===== src/rtl/dsp48a1_pkg.sv =====
`default_nettype none
// ============================================================================
// Package  : dsp48a1_pkg
// Purpose  : Shared constants for logic that sits around a DSP48A1 slice.
// Revision : 1.0 - initial release
// ============================================================================
package dsp48a1_pkg;

  // Width of the DSP48A1 P result bus
  localparam int P_WIDTH = 48;

  // Default number of CE-enabled pipeline edges from operand issue to valid P
  localparam int DEFAULT_LATENCY = 4;

  // A captured result is {CARRYOUT, P}
  localparam int ENTRY_WIDTH = P_WIDTH + 1;

endpackage
`default_nettype wire


===== src/rtl/p_capture_if.sv =====
`default_nettype none
// ============================================================================
// Interface : p_capture_if
// Purpose   : Result stream from the capture FIFO to the downstream consumer
//             (valid/ready handshake carrying {CARRYOUT, P}).
// Revision  : 1.0 - initial release
// ============================================================================
interface p_capture_if
  import dsp48a1_pkg::*;
#(
  parameter int DWIDTH = ENTRY_WIDTH
);

  logic              res_valid;
  logic              res_ready;
  logic [DWIDTH-1:0] res_data;

  // Producer side: the capture block
  modport master (
    output res_valid,
    output res_data,
    input  res_ready
  );

  // Consumer side
  modport slave (
    input  res_valid,
    input  res_data,
    output res_ready
  );

endinterface
`default_nettype wire


===== src/rtl/p_capture_fifo.sv =====
`default_nettype none
// ============================================================================
// Module   : p_capture_fifo
// Purpose  : First-word-fall-through result FIFO. Head entry is presented
//            combinationally from storage; a write is never bypassed to the
//            read port in the same cycle. Storage itself is not reset.
// Revision : 1.0 - initial release
// ============================================================================
module p_capture_fifo #(
  parameter int WIDTH = 49,
  parameter int DEPTH = 4
) (
  input  wire logic                     clk,
  input  wire logic                     rst,
  input  wire logic                     wr_en,
  input  wire logic [WIDTH-1:0]         wr_data,
  input  wire logic                     rd_en,
  output logic      [WIDTH-1:0]         rd_data,
  output logic                          valid,
  output logic                          full,
  output logic      [$clog2(DEPTH):0]   count
);

  localparam int AW = $clog2(DEPTH);

  logic [WIDTH-1:0] mem [DEPTH];
  logic [AW-1:0]    wr_ptr;
  logic [AW-1:0]    rd_ptr;
  logic [AW:0]      occ;
  logic             empty;
  logic             do_pop;
  logic             do_push;

  // Status and qualified handshakes; a pop on empty is ignored, and a push
  // while full is only accepted when a pop frees a slot on the same edge.
  always_comb begin
    empty   = (occ == '0);
    full    = (occ == (AW + 1)'(DEPTH));
    do_pop  = rd_en & ~empty;
    do_push = wr_en & (~full | do_pop);
    valid   = ~empty;
    rd_data = empty ? '0 : mem[rd_ptr];
    count   = occ;
  end

  // Storage write; no reset needed since occupancy gates what is visible
  always_ff @(posedge clk) begin
    if (do_push) begin
      mem[wr_ptr] <= wr_data;
    end
  end

  // Pointers wrap naturally (DEPTH is a power of two) and occupancy tracks
  // push minus pop.
  always_ff @(posedge clk or posedge rst) begin
    if (rst) begin
      wr_ptr <= '0;
      rd_ptr <= '0;
      occ    <= '0;
    end else begin
      if (do_push) begin
        wr_ptr <= wr_ptr + 1'b1;
      end
      if (do_pop) begin
        rd_ptr <= rd_ptr + 1'b1;
      end
      case ({do_push, do_pop})
        2'b10:   occ <= occ + 1'b1;
        2'b01:   occ <= occ - 1'b1;
        default: occ <= occ;
      endcase
    end
  end

endmodule
`default_nettype wire


===== src/rtl/p_capture.sv =====
`default_nettype none
// ============================================================================
// Module   : p_capture
// Purpose  : Tracks operands issued into a DSP48A1 pipeline with a CE-gated
//            token delay line and captures {CARRYOUT, P} into a FIFO when
//            the matching result emerges. Drops on a full FIFO are flagged
//            by a sticky overflow bit.
// Revision : 1.0 - initial release
// ============================================================================
module p_capture
  import dsp48a1_pkg::*;
#(
  parameter int PWIDTH  = P_WIDTH,
  parameter int LATENCY = DEFAULT_LATENCY,
  parameter int DEPTH   = 4
) (
  input  wire logic                   clk,
  input  wire logic                   rst,
  input  wire logic                   ce,
  input  wire logic                   issue,
  input  wire logic [PWIDTH-1:0]      P,
  input  wire logic                   CARRYOUT,
  input  wire logic                   clr_ovf,
  p_capture_if.master                 res,
  output logic      [$clog2(DEPTH):0] count,
  output logic                        overflow
);

  logic strobe;
  logic full;
  logic pop;
  logic drop;
  logic wr_en;

  generate
    if (LATENCY == 0) begin : g_lat_zero
      // Result is combinationally available in the issue cycle
      assign strobe = ce & issue;
    end else begin : g_token_line
      logic [LATENCY-1:0] token;

      // Token line advances only with the DSP clock enable; the oldest
      // token falls off the end on the edge it is captured.
      always_ff @(posedge clk or posedge rst) begin
        if (rst) begin
          token <= '0;
        end else if (ce) begin
          token <= LATENCY'({token, issue});
        end
      end

      assign strobe = ce & token[LATENCY-1];
    end
  endgenerate

  // A capture is dropped only when the FIFO is full and nothing leaves it
  // on the same edge. The pop term uses registered res_valid, so res_ready
  // reaches outputs only through state.
  always_comb begin
    pop   = res.res_valid & res.res_ready;
    drop  = strobe & full & ~pop;
    wr_en = strobe & ~drop;
  end

  p_capture_fifo #(
    .WIDTH (PWIDTH + 1),
    .DEPTH (DEPTH)
  ) u_fifo (
    .clk     (clk),
    .rst     (rst),
    .wr_en   (wr_en),
    .wr_data ({CARRYOUT, P}),
    .rd_en   (res.res_ready),
    .rd_data (res.res_data),
    .valid   (res.res_valid),
    .full    (full),
    .count   (count)
  );

  // Sticky overflow; a drop on the same edge as a clear keeps the flag set
  always_ff @(posedge clk or posedge rst) begin
    if (rst) begin
      overflow <= 1'b0;
    end else if (drop) begin
      overflow <= 1'b1;
    end else if (clr_ovf) begin
      overflow <= 1'b0;
    end
  end

endmodule
`default_nettype wire


===== src/flat_wrapper.sv =====
// flat-port wrapper written by rule: the top's interface ports become plain ports
module p_capture_flat import dsp48a1_pkg::*;
#(
  parameter int PWIDTH  = P_WIDTH,
  parameter int LATENCY = DEFAULT_LATENCY,
  parameter int DEPTH   = 4
)
  (clk, rst, ce, issue, P, CARRYOUT, clr_ovf, count, overflow, res_res_valid, res_res_data, res_res_ready);
  p_capture_if #(.DWIDTH((P_WIDTH) + 1)) res_i ();
  input  wire logic clk;
  input  wire logic rst;
  input  wire logic ce;
  input  wire logic issue;
  input  wire logic [PWIDTH-1:0] P;
  input  wire logic CARRYOUT;
  input  wire logic clr_ovf;
  output logic      [$clog2(DEPTH):0] count;
  output logic overflow;
  output wire logic [$bits(res_i.res_valid)-1:0] res_res_valid;
  output wire logic [$bits(res_i.res_data)-1:0] res_res_data;
  input wire logic [$bits(res_i.res_ready)-1:0] res_res_ready;
  assign res_res_valid = res_i.res_valid;
  assign res_res_data = res_i.res_data;
  assign res_i.res_ready = res_res_ready;
  p_capture #(.PWIDTH(PWIDTH), .LATENCY(LATENCY), .DEPTH(DEPTH)) u_core (.clk(clk), .rst(rst), .ce(ce), .issue(issue), .P(P), .CARRYOUT(CARRYOUT), .clr_ovf(clr_ovf), .res(res_i), .count(count), .overflow(overflow));
endmodule

===== config.mk =====
export PLATFORM = sky130hd
export DESIGN_NAME = p_capture_flat
export DESIGN_NICKNAME = d
export VERILOG_FILES = /design/src/rtl/dsp48a1_pkg.sv /design/src/rtl/p_capture_if.sv /design/src/rtl/p_capture_fifo.sv /design/src/rtl/p_capture.sv /design/src/flat_wrapper.sv
export SDC_FILE = /design/constraint.sdc
export NUM_CORES = 1
export LEC_CHECK = 0
export BUFFER_PORTS_ARGS = -buffer_cell sky130_fd_sc_hd__buf_2
export CORE_ASPECT_RATIO = 1.1
export CORE_MARGIN = 10
export CORE_UTILIZATION = 35
export DETAILED_ROUTE_END_ITERATION = 7
export MAX_ROUTING_LAYER = met4
export PLACE_DENSITY = 0.55
export SLEW_MARGIN = 20
export SYNTH_ARGS = -nofsm -noshare
export SYNTH_HDL_FRONTEND = slang
export SYNTH_SLANG_ARGS = --single-unit

===== constraint.sdc =====
create_clock -name clk -period 3.8 [get_ports clk]
set_input_delay 0.57 -clock clk [delete_from_list [all_inputs] [get_ports clk]]
set_output_delay 0.57 -clock clk [all_outputs]
set_load 0.01 [all_outputs]

==> flow_metrics.env, run 1 <==
export IMPL_port_buffers=108
export IMPL_finalWirelength_mm=16.7
export IMPL_clkTransAtPathRegs_ps=60
export IMPL_synthesis_area_sq_mm=0.00819
export IMPL_cts_buffers=22
export IMPL_cts_num_sinks=208
export IMPL_synth_cells=381
export IMPL_start_util_pct=35.7
export IMPL_hold_viol=0
export IMPL_syn_to_final_growth_pct=19.8
export IMPL_setup_violations=0
export IMPL_hpwlAfterDp_mm=10.4
export IMPL_final_seq_area_sq_mm=0.00619
export IMPL_powerDensity_mw_per_mm2=761
export IMPL_boundaryPins=109
export IMPL_reg2reg_from="u_core.u_fifo.count[0]"
export IMPL_required_ps=3230
export IMPL_fin_crit_sh_pct=80.3
export IMPL_num_rows=58
export IMPL_synth_seq_area_share_pct=75.5
export IMPL_grt_max_degree=54
export IMPL_ys_warn_count=0
export IMPL_fin_ws_ps=749
export IMPL_grt_setup_unrepaired="no"
export IMPL_via_per_inst=4.83
export IMPL_yosysUniqueCellTypes=37
export IMPL_root_buffer="clkbuf_16"
export IMPL_post_cts_buffers=0
export IMPL_min_path_type="in2async"
export IMPL_ff2ff_path_depth=6
export IMPL_ctsHtreeMaxLevel=1
export IMPL_total_leakage_power_uw=0.00343
export IMPL_synth_seq_cells=208
export IMPL_drive_above_1_share_pct=41.1
export IMPL_clockBufferDepth=3
export IMPL_multi_input_area_sq_mm=0.00181
export IMPL_fmax_ghz=0.328
export IMPL_r2r_end="u_core.u_fifo.count[2]"
export IMPL_cap_violations=0
export IMPL_syn_num_nets=441
export IMPL_grt_pass1_vias=4489
export IMPL_dieHeight_um=180
export IMPL_finClkSkew_ps=11.8
export IMPL_ff2ff_setup_slack_ps=1170
export IMPL_worst_slew_pin_slew_ps=943
export IMPL_die_x_um=166
export IMPL_pre_cts_ws_ps=1110
export IMPL_fill_cells=2070
export IMPL_first_pass_iters=4
export IMPL_post_cts_resized=0
export IMPL_fin_area_sq_mm=0.00982
export IMPL_cts_tree="built"
export IMPL_final_nets=560
export IMPL_placed_cell_area_sq_mm=0.00904
export IMPL_grtUsageTotal_pct=11.3
export IMPL_peakVddDrop_v=0.000517
export IMPL_start_kind="register"
export IMPL_worst_hold_slack_ps=121
export IMPL_critical_path_peak_fanout=26
export IMPL_via_count=3960
export IMPL_status="complete, no violations"
export IMPL_core_area_sq_mm=0.0229
export IMPL_die_area_sq_mm=0.0299
export IMPL_ant_nets=0
export IMPL_finalPower_uw=7470
export IMPL_detail_route_wl_per_cell_um=20.3
export IMPL_clock_latency_ps=490
export IMPL_worstSetupEndpointType="primary output"
export IMPL_critPathKind="reg2out"
export IMPL_timing_final_max_slew_violations=0
export IMPL_cp_data_arrival_time_ps=2480
export IMPL_drtIter0Drc=187
export IMPL_grt_pass1_wl_mm=26.2
export IMPL_drc_errors=0
export IMPL_slew_headroom_pct=37.1
export IMPL_grt_overflow=0
export IMPL_antenna_found_initial=3
export IMPL_cts_hold_buf=0
export IMPL_period_minus_slack_ps=3050
export IMPL_gp_congestion=0.735
export IMPL_setup_tns_ps=0
export IMPL_avgSynthCellArea_sq_um=21.5
cell usage after synthesis (all sizes together):
cell	count	share of area (%)
edfxtp	196	72
and2	52	4.0
mux4	49	14
buf	13	1.8
dfrtp	12	3.7
clkbuf	8	0.37
inv	7	0.32
and3	4	0.31
ha	4	0.61
mux2	4	0.55
nand3	4	0.24
xnor2	3	0.41
a21boi	2	0.18
and3b	2	0.21
nand2	2	0.092
nand4	2	0.15
or3	2	0.15
a211o	1	0.11
a21o	1	0.092
a21oi	1	0.061
a31oi	1	0.076
fa	1	0.24
nor3	1	0.061
nor4bb	1	0.12
o211ai	1	0.092
o21ai	1	0.11
o22ai	1	0.076
o311ai	1	0.11
o31a	1	0.11
o32ai	1	0.11
or2	1	0.076
or4b	1	0.17
worst max-delay path, stage by stage (launching register included):
cell     delay (ps)
dfrtp_4         780
buf_12          320
mux4_2          550
and2_1          190
buf_2           140
cell usage in the layout, fill, tap and decap left out, drive strengths merged:
master	count
clkinvlp	1
a21boi	2
o211ai	1
and3b	2
o22ai	1
a31oi	1
clkinv	5
or2	1
xnor2	3
mux4	49
nand2	2
inv	7
a211o	1
bufinv	3
or4b	1
a21o	1
edfxtp	196
a21oi	1
and2	52
buf	116
o21ai	1
fa	1
o32ai	1
ha	4
nor3	1
and3	4
clkbuf	31
nand3	4
mux2	4
dfrtp	12
nand4	2
nor4bb	1
o31a	1
o311ai	1
or3	2
diode	4
flip-flops by register name (all words and copies together), names as in the netlist:
register,flops
u_core.u_fifo.mem,196
u_core.g_token_line.token,4
u_core.u_fifo.count,3
u_core.u_fifo.rd_ptr,2
u_core.u_fifo.wr_ptr,2
u_core.overflow,1
metrics by stage:
step / instances / util (%)
floorplan: 381 / -
global placement: 776 / 39.4
detailed placement: 776 / 39.4
CTS: 816 / 42.8
global route: 819 / 42.8
finish: 820 / 42.8
logic make-up after synthesis:
kind of cell | Yosys count | share of synthesized area, %
compound gates | 12 | 1.11
xor+xnor | 3 | 0.412
fa+ha+maj | 5 | 0.855
buf+inv | 28 | 2.47
flops | 208 | 75.5
mux | 53 | 14.1
simple gates | 72 | 5.59
area by class of cell:
| class | count | share of cell area, % |
|---|---|---|
| sequential | 208 | 63.1 |
| multi-input combinational | 145 | 18.5 |
| clock buffer | 31 | 6.58 |
| timing repair buffer | 116 | 6.50 |
| tap | 300 | 3.82 |
| clock inverter | 9 | 1.20 |
| inverter | 7 | 0.268 |
| antenna | 4 | 0.102 |
routing by layer:
metal / global-route usage [%] / vias up / wire length, um
met3: 2.62 / 21 / 798
met4: 2.62 / 0 / 244
li1: - / 1782 / -
met1: 13.8 / 2057 / 7280
met2: 18.6 / 100 / 8350
met5: - / - / 0
report_power, final:
| part | leakage (uW) | internal [uW] | total (uW) | switching [uW] |
|---|---|---|---|---|
| Clock | 0.000370 | 1380 | 2200 | 819 |
| Combinational | 0.00114 | 1120 | 2220 | 1100 |
| Sequential | 0.00192 | 2810 | 3050 | 239 |
how the worst max path moves through the flow:
stage | depth (start not counted) | end | slack [ps] | from
3_3_place_gp | 6 | u_core.u_fifo.count[2] | 1160 | u_core.u_fifo.count[1]
4_1_cts | 4 | res_res_data[27] | 660 | u_core.u_fifo.rd_ptr[0]
3_5_place_dp | 6 | u_core.u_fifo.count[2] | 1110 | u_core.u_fifo.count[0]
2_1_floorplan | 3 | u_core.u_fifo.mem[0][0] | 1390 | u_core.g_token_line.token[3]
6_report | 4 | res_res_data[27] | 750 | u_core.u_fifo.rd_ptr[0]
5_1_grt | 4 | res_res_data[36] | 550 | u_core.u_fifo.rd_ptr[0]
Note: power is estimated with default switching activity, not from simulation.
==> run 2: changes to the inputs <==
Settings changed: PLACE_DENSITY 0.55 to 0.57.
Clock period 3.8 ns to 2.4 ns, I/O delays scaled along.
==> run 2 against run 1 <==
The run now ends with setup timing left. Sequential share of layout area is 3.7 points lower. Combinational power grew 150%. Worst hold slack worse by 62 ps. Via count rose by 2.9%. Setup slack worse by 770 ps. Count of clock-buffer cells in the layout is 3 lower. Final area rose by 6.2%. Sequential power increased by 51%. Die area stayed put. Largest cell class unchanged.
==> flow_metrics.env, run 2 (synthesis results as in run 1) <==
export IMPL_final_common_cell="edfxtp_1"
export IMPL_cap_violations=0
export IMPL_dieHeight_um=180
export IMPL_syn_to_final_growth_pct=27.2
export IMPL_cp_data_arrival_time_ps=2060
export IMPL_worstSetupEndpointType="primary output"
export IMPL_peakVddDrop_v=0.000629
export IMPL_period_minus_slack_ps=2420
export IMPL_critical_path_peak_fanout=7
export IMPL_wl_met1_mm=7.41
export IMPL_hold_viol=0
export IMPL_grt_overflow=0
export IMPL_top_layer="met4"
export IMPL_via_per_inst=4.88
export IMPL_drc_errors=0
export IMPL_setup_violations=11
export IMPL_root_buffer="clkbuf_16"
export IMPL_dr_wl_met2_mm=8.91
export IMPL_gp_congestion=0.691
export IMPL_cts_tree="built"
export IMPL_detail_route_wl_per_cell_um=21.1
export IMPL_dr_wl_met3_mm=1.06
export IMPL_cts_buffers=22
export IMPL_cts_num_sinks=208
export IMPL_clkTransAtPathRegs_ps=60
export IMPL_start_kind="register"
export IMPL_port_buffers=108
export IMPL_ant_nets=0
export IMPL_final_nets=577
export IMPL_largest_reg_flops=196
export IMPL_total_leakage_power_uw=0.00370
export IMPL_layout_common_cells="196 x edfxtp_1, 67 x buf_2, 49 x mux4_2"
export IMPL_clock_latency_ps=500
export IMPL_first_pass_iters=4
export IMPL_worst_hold_slack_ps=59.2
export IMPL_grtUsageTotal_pct=11.8
export IMPL_status="finished, violations left"
export IMPL_grt_pass1_wl_mm=27.1
export IMPL_core_area_sq_mm=0.0229
export IMPL_finClkSkew_ps=7.34
export IMPL_via_count=4074
export IMPL_die_x_um=166
export IMPL_powerDensity_mw_per_mm2=1290
export IMPL_grt_max_degree=29
export IMPL_drive_above_1_share_pct=50.8
export IMPL_fmax_ghz=0.413
export IMPL_grt_setup_unrepaired="yes"
export IMPL_worst_slew_pin_slew_ps=523
export IMPL_slew_headroom_pct=65.1
export IMPL_fin_ws_ps=-21.3
export IMPL_grt_pass1_vias=4576
export IMPL_boundaryPins=109
export IMPL_start_util_pct=35.7
export IMPL_regMostFlops="u_core.u_fifo.mem"
export IMPL_critPathKind="reg2out"
export IMPL_clockBufferDepth=3
export IMPL_ctsHtreeMaxLevel=1
export IMPL_fin_crit_sh_pct=101
export IMPL_required_ps=2040
export IMPL_finalWirelength_mm=17.6
export IMPL_num_rows=58
export IMPL_setup_tns_ps=-130
export IMPL_antenna_found_initial=2
export IMPL_violations="setup timing"
export IMPL_die_area_sq_mm=0.0299
export IMPL_timing_final_max_slew_violations=0
export IMPL_min_path_type="in2reg"
export IMPL_hpwlAfterDp_mm=10.4
export IMPL_drtIter0Drc=205
==> run 2: changes by cell type in the layout (fill, tap and decap cells not counted), sizes merged <==
cell,before,now
clkinv,5,7
inv,7,8
dlygate4sd3,0,1
buf,116,131
clkbuf,31,29
diode,4,2
==> run 2: critical path, stage by stage (launching register included) <==
cell     delay [ps]
dfrtp_4         460
buf_12          160
buf_16          150
mux4_2          510
and2_4          180
buf_6           110
==> run 2: cell type report <==
cell class | instances | area [sq um]
Antenna cell | 2 | 5.00
Clock buffer | 28 | 573
Clock inverter | 12 | 151
Fill cell | 1980 | 12500
Inverter | 7 | 26.3
Multi-Input combinational cell | 145 | 1910
Sequential cell | 208 | 6190
Tap cell | 300 | 375
Timing Repair Buffer | 133 | 1180
==> run 2: where the power goes <==
group | internal, uW | switching (uW)
clock network | 2030 | 1320
registers | 4450 | 161
logic | 3180 | 2320
==> run 2: metal layers <==
layer | up-vias | GRT usage (%)
met1 | 2128 | 14.2
met5 | - | -
met3 | 22 | 3.36
li1 | 1816 | -
met2 | 108 | 19.4
met4 | 0 | 2.62
==> run 2: timing repair <==
item                                    CTS  global route
cloned                                    5             1
hold buffers                              1             0
setup buffers                             3             1
endpoints found under the setup margin   49            49
pin swaps                                 6             6
gates resized for setup                  61            43
hold endpoints to repair                 12             0
==> run 2: metrics by stage <==
step                      worst slack (ps)  power [uW]  cell area (sq um)  util [%]  std cells
after floorplan                        260        7290               8200         -        381
after global placement                 446        8550               9070      39.6        782
after detailed placement               387        8630               9070      39.6        782
after CTS                            -63.5       13200              10200      44.6        831
after global routing                  -108       14200              10400      45.5        835
final                                -21.3       13500              10400      45.5        835
==> run 2: final timing paths <==
kind / start / to / slack, ps / cells past startpoint
setup / recovery: u_core.u_fifo.rd_ptr[0] / res_res_data[20] / -20 / 5
hold / removal: clr_ovf / u_core.overflow / 60 / 2
setup reg to reg: u_core.g_token_line.token[3] / u_core.u_fifo.count[2] / 450 / 6
hold reg to reg: u_core.g_token_line.token[2] / u_core.g_token_line.token[3] / 520 / 1
max in group asynchronous: rst / u_core.u_fifo.rd_ptr[0] / 1560 / 3
min in group asynchronous: rst / u_core.g_token_line.token[3] / 450 / 3
==> run 3: changes to the inputs <==
--- a/config.mk
+++ b/config.mk
@@ -14,2 +14,3 @@
 export PLACE_DENSITY = 0.57
+export REMOVE_ABC_BUFFERS = 1
 export SLEW_MARGIN = 20
==> constraint.sdc (replaced) <==
create_clock -name clk -period 2.4 [get_ports clk]
set_input_delay 0.12 -clock clk [delete_from_list [all_inputs] [get_ports clk]]
set_output_delay 0.12 -clock clk [all_outputs]
set_load 0.01 [all_outputs]
==> run 3 against run 2 <==
Largest cell class unchanged. Final cell count is 4.8% higher. Critical path depth down 1. Non-clock buffer count rose by 40. Worst hold slack worse by 13 ps. Critical path type unchanged. Clock power decreased by 1%. Utilization fell by 0.33 points. Total power shrank 13%. The flow now finishes without violations. Global-route usage shrank 0.059 points.
==> flow_metrics.env, run 3 (synthesis results as in run 1) <==
export IMPL_status="complete, no violations"
export IMPL_clock_power_share_pct=28.1
export IMPL_hold_viol=0
export IMPL_cts_buffers=22
export IMPL_required_ps=2280
export IMPL_ctsHtreeMaxLevel=1
export IMPL_pwr_share_comb_pct=32.9
export IMPL_num_rows=58
export IMPL_power_share_switching_pct=29.7
export IMPL_worstSetupEndpointType="primary output"
export IMPL_grt_overflow=0
export IMPL_cts_tree="built"
export IMPL_final_common_cell="edfxtp_1"
export IMPL_grtUsageTotal_pct=11.7
export IMPL_slew_headroom_pct=64.1
export IMPL_dieHeight_um=180
export IMPL_peakVddDrop_v=0.000505
export IMPL_largest_reg_flops=196
export IMPL_worst_hold_slack_ps=46.3
export IMPL_finClkSkew_ps=13.2
export IMPL_via_per_inst=4.75
export IMPL_critical_path_peak_fanout=36
export IMPL_root_buffer="clkbuf_16"
export IMPL_setup_tns_ps=0
export IMPL_antenna_found_initial=3
export IMPL_start_util_pct=35.7
export IMPL_grt_max_degree=53
export IMPL_p_int_uw=8280
export IMPL_core_area_sq_mm=0.0229
export IMPL_syn_to_final_growth_pct=26.3
export IMPL_hpwlAfterDp_mm=10.7
export IMPL_grt_setup_unrepaired="no"
export IMPL_final_nets=617
export IMPL_finalWirelength_mm=17.2
export IMPL_grt_pass1_wl_mm=27.4
export IMPL_finish_utilization_pct=45.1
export IMPL_grt_pass1_vias=4775
export IMPL_min_path_type="in2reg"
export IMPL_seqPwrFrac_pct=39.0
export IMPL_port_buffers=108
export IMPL_cap_violations=0
export IMPL_powerDensity_mw_per_mm2=1140
export IMPL_fill_cells=2020
export IMPL_drive_above_1_share_pct=37.9
export IMPL_clkTransAtPathRegs_ps=60
export IMPL_p_switching_uw=3500
export IMPL_die_area_sq_mm=0.0299
export IMPL_via_count=4154
export IMPL_cts_num_sinks=208
export IMPL_boundaryPins=109
export IMPL_drtIter0Drc=195
export IMPL_fin_crit_sh_pct=93.7
export IMPL_multi_input_area_sq_mm=0.00181
export IMPL_period_minus_slack_ps=2250
export IMPL_start_kind="register"
export IMPL_worst_slew_pin_slew_ps=539
export IMPL_first_pass_iters=4
export IMPL_critPathKind="reg2out"
export IMPL_timing_final_max_slew_violations=0
export IMPL_clockBufferDepth=3
export IMPL_total_leakage_power_uw=0.00365
export IMPL_ff2ff_setup_slack_ps=380
export IMPL_clock_latency_ps=500
export IMPL_fmax_ghz=0.445
export IMPL_drc_errors=0
export IMPL_setup_violations=0
export IMPL_ant_nets=0
export IMPL_die_x_um=166
export IMPL_detail_route_wl_per_cell_um=19.6
export IMPL_gp_congestion=0.719
export IMPL_cp_data_arrival_time_ps=2130
export IMPL_layout_common_cells="196 x edfxtp_1, 108 x buf_2, 53 x dlygate4sd3_1"
export IMPL_final_seq_area_sq_mm=0.00619
export IMPL_regMostFlops="u_core.u_fifo.mem"
[run 3: cell types whose count changed in the layout (fill, tap and decap cells not counted), moves of 4 or more]
cell           previous run  this run
dlygate4sd3_1             1        53
clkbuf_1                  6         2
buf_16                    7         0
buf_4                    11         7
and2_1                   10        51
buf_6                    43         1
and2_4                   42         1
buf_2                    67       108
[run 3: metrics by stage]
step | cells | setup slack [ps] | instance area (sq um) | power [uW]
CTS | 872 | 58.6 | 10300 | 12000
finish | 875 | 152 | 10300 | 11800
global route | 875 | 23.8 | 10300 | 12500
floorplan | 360 | -628 | 8020 | 7070
global placement | 780 | 413 | 9080 | 8550
detailed placement | 780 | 366 | 9080 | 8610
[run 3: path summary, 6_finish.rpt]
check,from,depth (start not counted),end
min reg2reg,u_core.g_token_line.token[2],1,u_core.g_token_line.token[2]
min in group asynchronous,rst,3,u_core.g_token_line.token[3]
max reg2reg,u_core.u_fifo.count[0],3,u_core.u_fifo.mem[0][10]
min,ce,2,u_core.g_token_line.token[2]
max in group asynchronous,rst,3,u_core.u_fifo.rd_ptr[0]
max,u_core.u_fifo.rd_ptr[0],4,res_res_data[19]
[run 3: repair_timing]
item | CTS | global route
setup endpoints to repair | 0 | 1
buffers inserted | 0 | 0
endpoints found under the hold margin | 212 | 0
gates resized for setup | 0 | 1
hold buffers | 53 | 0
[run 3: cell type report]
type | count | area share [%]
clock inverter | 14 | 1.33
multi-input combinational | 145 | 17.5
tap | 300 | 3.63
timing repair buffer | 173 | 11.7
sequential | 208 | 59.8
clock buffer | 25 | 5.63
inverter | 7 | 0.254
antenna | 3 | 0.0726
[run 3: worst max-delay path: stages (launching register included)]
cell,delay [ps]
dfrtp_4,420
buf_12,290
mux4_2,570
and2_1,200
buf_2,140
[run 3: power groups by stage]
stage	clock (uW)	sequential (uW)	combinational (uW)
2_1_floorplan	0	4930	2130
3_3_place_gp	0	4640	3910
3_5_place_dp	0	4680	3930
4_1_cts	3410	4600	4020
5_1_grt	3570	4630	4320
6_report	3310	4600	3880
[run 3: per-layer routing]
layer / global-route usage (%) / routed length, um / part of all wire [%]
met5: - / 0 / 0
met4: 2.94 / 244 / 1.4
met2: 18.8 / 8240 / 48
met3: 3.58 / 1260 / 7.3
met1: 14.2 / 7440 / 43
